### src/rtl/mdu_hilo.sv
// rtl/mdu_hilo.sv - iterative MULT/DIV unit holding the HI/LO registers
module mdu_hilo #(
    parameter int WIDTH = 32
) (
    input  logic             clk,
    input  logic             rst,
    input  logic             start,
    input  logic [2:0]       md_op,
    input  logic [WIDTH-1:0] src_a,
    input  logic [WIDTH-1:0] src_b,
    input  logic             cancel,
    output logic             busy,
    output logic             done,
    output logic [WIDTH-1:0] hi,
    output logic [WIDTH-1:0] lo
);
    localparam int CW = $clog2(WIDTH) + 1;
    localparam logic [CW-1:0] LAST = CW'(WIDTH - 1);

    typedef enum logic [1:0] {IDLE, RUN, FIN} state_t;
    state_t state, nextState;

    logic [CW-1:0]      count;
    logic [WIDTH-1:0]   opA, opB, accHi, accLo;
    logic               isDiv, negHi, negLo, divZero;

    logic               launch, mtWrite, signA, signB;
    logic [WIDTH-1:0]   absA, absB;
    logic [WIDTH:0]     mulSum, divShift;
    logic [WIDTH-1:0]   divDiff;
    logic               divFits;
    logic [WIDTH-1:0]   stepHi, stepLo, resHi, resLo;
    logic [2*WIDTH-1:0] prod;

    always_ff @(posedge clk) begin
        if (rst) state <= IDLE;
        else     state <= nextState;
    end

    always_comb begin
        nextState = state;
        case (state)
            IDLE:    if (launch) nextState = RUN;
            RUN:     if (cancel) nextState = IDLE;
                     else if (count == LAST) nextState = FIN;
            FIN:     nextState = IDLE;
            default: nextState = IDLE;
        endcase
    end

    // Launch decode, one radix-2 step and the sign-corrected final result.
    always_comb begin
        launch  = (state == IDLE) && start && !cancel && !md_op[2];
        mtWrite = (state == IDLE) && start && !cancel && (md_op[2:1] == 2'b10);
        signA   = !md_op[0] && src_a[WIDTH-1];
        signB   = !md_op[0] && src_b[WIDTH-1];
        absA    = signA ? -src_a : src_a;
        absB    = signB ? -src_b : src_b;

        mulSum   = {1'b0, accHi} + {1'b0, (accLo[0] ? opA : '0)};
        divShift = {accHi, accLo[WIDTH-1]};
        divFits  = divShift >= {1'b0, opB};
        divDiff  = divShift[WIDTH-1:0] - opB;

        if (isDiv) begin
            stepHi = divFits ? divDiff : divShift[WIDTH-1:0];
            stepLo = {accLo[WIDTH-2:0], divFits};
        end else begin
            stepHi = mulSum[WIDTH:1];
            stepLo = {mulSum[0], accLo[WIDTH-1:1]};
        end

        prod = {accHi, accLo};
        if (negLo) prod = -prod;
        if (!isDiv) begin
            resHi = prod[2*WIDTH-1:WIDTH];
            resLo = prod[WIDTH-1:0];
        end else if (divZero) begin
            resHi = negHi ? -opA : opA;
            resLo = '1;
        end else begin
            resHi = negHi ? -accHi : accHi;
            resLo = negLo ? -accLo : accLo;
        end
    end

    always_ff @(posedge clk) begin
        if (rst) begin
            busy    <= 1'b0;
            done    <= 1'b0;
            hi      <= '0;
            lo      <= '0;
            count   <= '0;
            opA     <= '0;
            opB     <= '0;
            accHi   <= '0;
            accLo   <= '0;
            isDiv   <= 1'b0;
            negHi   <= 1'b0;
            negLo   <= 1'b0;
            divZero <= 1'b0;
        end else begin
            done <= 1'b0;
            busy <= (nextState != IDLE);
            case (state)
                IDLE: begin
                    if (launch) begin
                        opA     <= absA;
                        opB     <= absB;
                        accHi   <= '0;
                        accLo   <= md_op[1] ? absA : absB;
                        isDiv   <= md_op[1];
                        divZero <= (src_b == '0);
                        negLo   <= signA ^ signB;
                        negHi   <= md_op[1] & signA;
                        count   <= '0;
                    end
                    if (mtWrite) begin
                        if (md_op[0]) lo <= src_a;
                        else          hi <= src_a;
                    end
                end
                RUN: if (!cancel) begin
                    accHi <= stepHi;
                    accLo <= stepLo;
                    count <= count + CW'(1);
                end
                FIN: if (!cancel) begin
                    hi   <= resHi;
                    lo   <= resLo;
                    done <= 1'b1;
                end
                default: ;
            endcase
        end
    end
endmodule
### config.mk
export PLATFORM = sky130hd
export DESIGN_NAME = mdu_hilo
export DESIGN_NICKNAME = d
export VERILOG_FILES = /design/src/rtl/mdu_hilo.sv
export SDC_FILE = /design/constraint.sdc
export NUM_CORES = 1
export LEC_CHECK = 0
export CAP_MARGIN = 25
export CORE_UTILIZATION = 60
export DETAILED_ROUTE_END_ITERATION = 6
export GPL_TIMING_DRIVEN = 0
export HOLD_SLACK_MARGIN = 0.08
export PLACE_DENSITY_LB_ADDON = 0.3
export SLEW_MARGIN = 20
export SYNTH_ARGS = -nofsm -noshare
export SYNTH_HDL_FRONTEND = slang
export SYNTH_SLANG_ARGS = --single-unit
### constraint.sdc
create_clock -name clk -period 4.55 [get_ports clk]
set_input_delay 0.6825 -clock clk [delete_from_list [all_inputs] [get_ports clk]]
set_output_delay 0.6825 -clock clk [all_outputs]
set_load 0.02 [all_outputs]
==> metrics.txt, run 1 <==
outcome=complete, but fails checks; violated checks=DRC; CP cell instances=ha_1 > clkbuf_1 > nand2_1 > nor4_1 > nand2_1 > o2111ai_1 > nor2_1 > a211oi_1 > nor2_1 > clkbuf_2 > clkbuf_2 > a211oi_1 > o22ai_1 > nor2_1; final worst path period share=0.957; share of cells above drive strength 1=0.0297; die span in x=approximately 170 um; CP peak stage delay=a little under 600 ps; Core Footprint=roughly 0.028 sq mm; FFs w/ async S/R, synth=0; Net Count, Synth=~2500; WL/cell=between 20 and 30 um; Non-Filler Instances=between 2000 and 3000; post-DP HPWL=59300 um; Inst Count DP=around 2900; Synth cell types=between 70 and 80; # rows=61; WP buf/inv=3; vias in the first global route=approximately 19000; syn avg cell area=between 7 and 8 sq um; Worst slew margin=0.223; delay-heaviest family, CP=simple AND/OR/NAND/NOR gates; Syn-to-layout area delta=15.6%; P_leak=7.45 nW; crit end category=flip-flop; final setup TNS=0 ps; Routed WL=76700 um; Fin. Hold Viols=0; largest net degree at the start of global routing=14; drt drc=3; unrepaired setup endpoints after global routing=false; first-pass GRT wire length=approximately 110000 um; Synth Register Bits=just over 200; EDFF count, synth=0; die span in y=between 150 and 200 um; Max Root-Sink Buffers=3; fin. max-slew vios=0; Max Cap Viol=0; final setup fails=0; htree depth=1; CTS tree=yes; critical path class=flip-flop to flip-flop; Vias=between 20000 and 25000; VDD IR-drop max=~0.31 mV; Post-synth top flop=dfxtp_1; routability congestion estimate=1.11; Clk pin slew, worst setup/hold paths=~70 ps; Worst EP arrival=around 4900 ps; multi-input logic area=approximately 0.012 sq mm; CTS buffer count=24; Achievable Freq=about 230 MHz; drt first pass iters=7; Clock Latency Late Sink=570 ps; vias per inst=between 7 and 8; GR Util All Layers=0.519; WP data required=5050 ps; register area share after synthesis=0.242; postcts setup bufs=0; CP Max Fanout=10; Synth Instances=2351; post-route ant nets=0; NumNets Final=approximately 2700; total number of yosys warnings=0; initial core utilization=0.612; slowest CP cell=a211oi_1; Reg area=between 0.004 and 0.005 sq mm; worst min path class=flip-flop to flip-flop; most frequent cells in the layout=nor2_1, nand2_1, a21oi_1; Power Density=about 270 mW/mm^2; I/O Buffers=around 130; clock root buffer=clkbuf_16; Worst setup SP type=flip-flop; crit-path most repeated cell=nor2_1; clk_skew=38.9 ps; Worst Max-Slew Pin Slew=between 1000 and 1500 ps; Fillers=about 2300; Mapped Area=0.0171 sq mm; reg2reg setup slack=~200 ps; GRT overflow=0; overall die area=0.0291 sq mm; initial DRC count=between 3000 and 4000; initial antenna violation count=3; commonest non-fill, non-tap cell in the layout=nor2_1; Design Power=between 5 and 6 mW; min Tclk post-route=around 4400 ps; Top Ports=between 100 and 150; CTS sink cnt=slightly above 200
## report_power, final
group / internal [mW] / switching (mW)
Clock: 1.23 / 0.876
Sequential: 1.86 / 0.0824
Combinational: 0.426 / 0.826
## logic make-up (layout without fill, tap and decap cells)
logic type | after synthesis | count (layout) | share of synthesized area
simple gates | 788 | 788 | 0.215
compound gates | 751 | 751 | 0.281
buf+inv | 249 | 426 | 0.0560
xor+xnor | 222 | 222 | 0.114
flops | 206 | 206 | 0.242
fa+ha+maj | 72 | 72 | 0.0537
mux | 63 | 63 | 0.0381
other cells | 0 | 1 | 0
## routing by layer
layer / track usage / part of all wire
met3: 0.164 / 0.14
met2: 0.760 / 0.41
met5: 0 / 0
met4: 0.422 / 0.098
met1: 0.623 / 0.35
## through the flow
step / utilization / setup slack [ps] / instance area, sq um / hold slack (ps)
after floorplan: - / 1190 / 17100 / 441
after global placement: 0.677 / 5.45 / 18900 / 443
after detailed placement: 0.677 / -167 / 18900 / 446
after CTS: 0.708 / 24.3 / 19700 / 458
after global routing: 0.708 / 94.6 / 19700 / 475
final: 0.708 / 197 / 19700 / 458
## cell usage after synthesis (all sizes together) (8+ instances only)
master  count  area, sq um
a211oi     95          713
a21o       39          293
a21oi     212         1060
a22o        9         78.8
a31oi      17          106
and2       39          244
and3       20          125
buf        32          141
clkbuf    147          552
dfxtp     206         4120
ha         70          876
inv        68          255
mux2i      57          571
nand2     240          901
nand2b     15         93.8
nand3      27          135
nand4      13         81.3
nor2      259          975
nor2b      14         87.6
nor3       62          310
nor4       19          131
o211ai     45          338
o21a       10         75.1
o21ai     176          881
o221ai     34          298
o22ai      12         75.1
o31ai      32          240
o41ai      14          145
or2         8         50.1
or3        27          169
or4        27          210
xnor2     133         1160
xor2       89          780
## worst reg2reg max path: cells and delay by family (launching register included)
| family | cells | cell delay [ps] |
|---|---|---|
| fa+ha+maj | 1 | 340 |
| buf+inv | 3 | 890 |
| compound gates | 4 | 1260 |
| simple gates | 6 | 1370 |
| flops | 1 | 440 |
## sequential cells by signal, summed over array words and instances (netlist names), 2 cells and up
| name | cells |
|---|---|
| accHi | 32 |
| accLo | 32 |
| hi | 32 |
| lo | 32 |
| opA | 32 |
| opB | 32 |
| count | 6 |
| state | 2 |
## worst paths after layout
path | end | start | cells past startpoint
worst min register to register | lo[15]$_SDFFE_PP0P_ | lo[15]$_SDFFE_PP0P_ | 2
worst min-delay path | lo[15]$_SDFFE_PP0P_ | lo[15]$_SDFFE_PP0P_ | 2
worst max-delay path | accLo[0]$_SDFFE_PP0P_ | accHi[19]$_SDFFE_PP0P_ | 14
worst max register to register | accLo[0]$_SDFFE_PP0P_ | accHi[19]$_SDFFE_PP0P_ | 14
## layout make-up
type,instances,area share
clock inverter,14,0.00875
timing repair buffer,134,0.0680
multi-input combinational,1896,0.607
clock buffer,30,0.0341
antenna,1,0.000127
sequential,206,0.209
tap,378,0.0240
buffer,178,0.0351
inverter,70,0.0133
## what timing repair did
item                                    4_1_cts  5_1_grt
resized for setup                             1        7
endpoints found under the setup margin        4        9
pin swaps                                     0        0
hold buffers                                  0        0
Note: power is estimated with default switching activity, not from simulation.
==> inputs of run 2 (changes only) <==
==> constraint.sdc (replaced) <==
create_clock -name clk -period 4.55 [get_ports clk]
set_input_delay 0.6825 -clock clk [delete_from_list [all_inputs] [get_ports clk]]
set_output_delay 0.6825 -clock clk [all_outputs]
set_load 0.005 [all_outputs]
==> results of run 2 <==
Same layout as run 1 (identical final DEF). Status: complete, but fails checks: DRC.
Among the figures that moved: total power 5.30 mW -> 5.29 mW
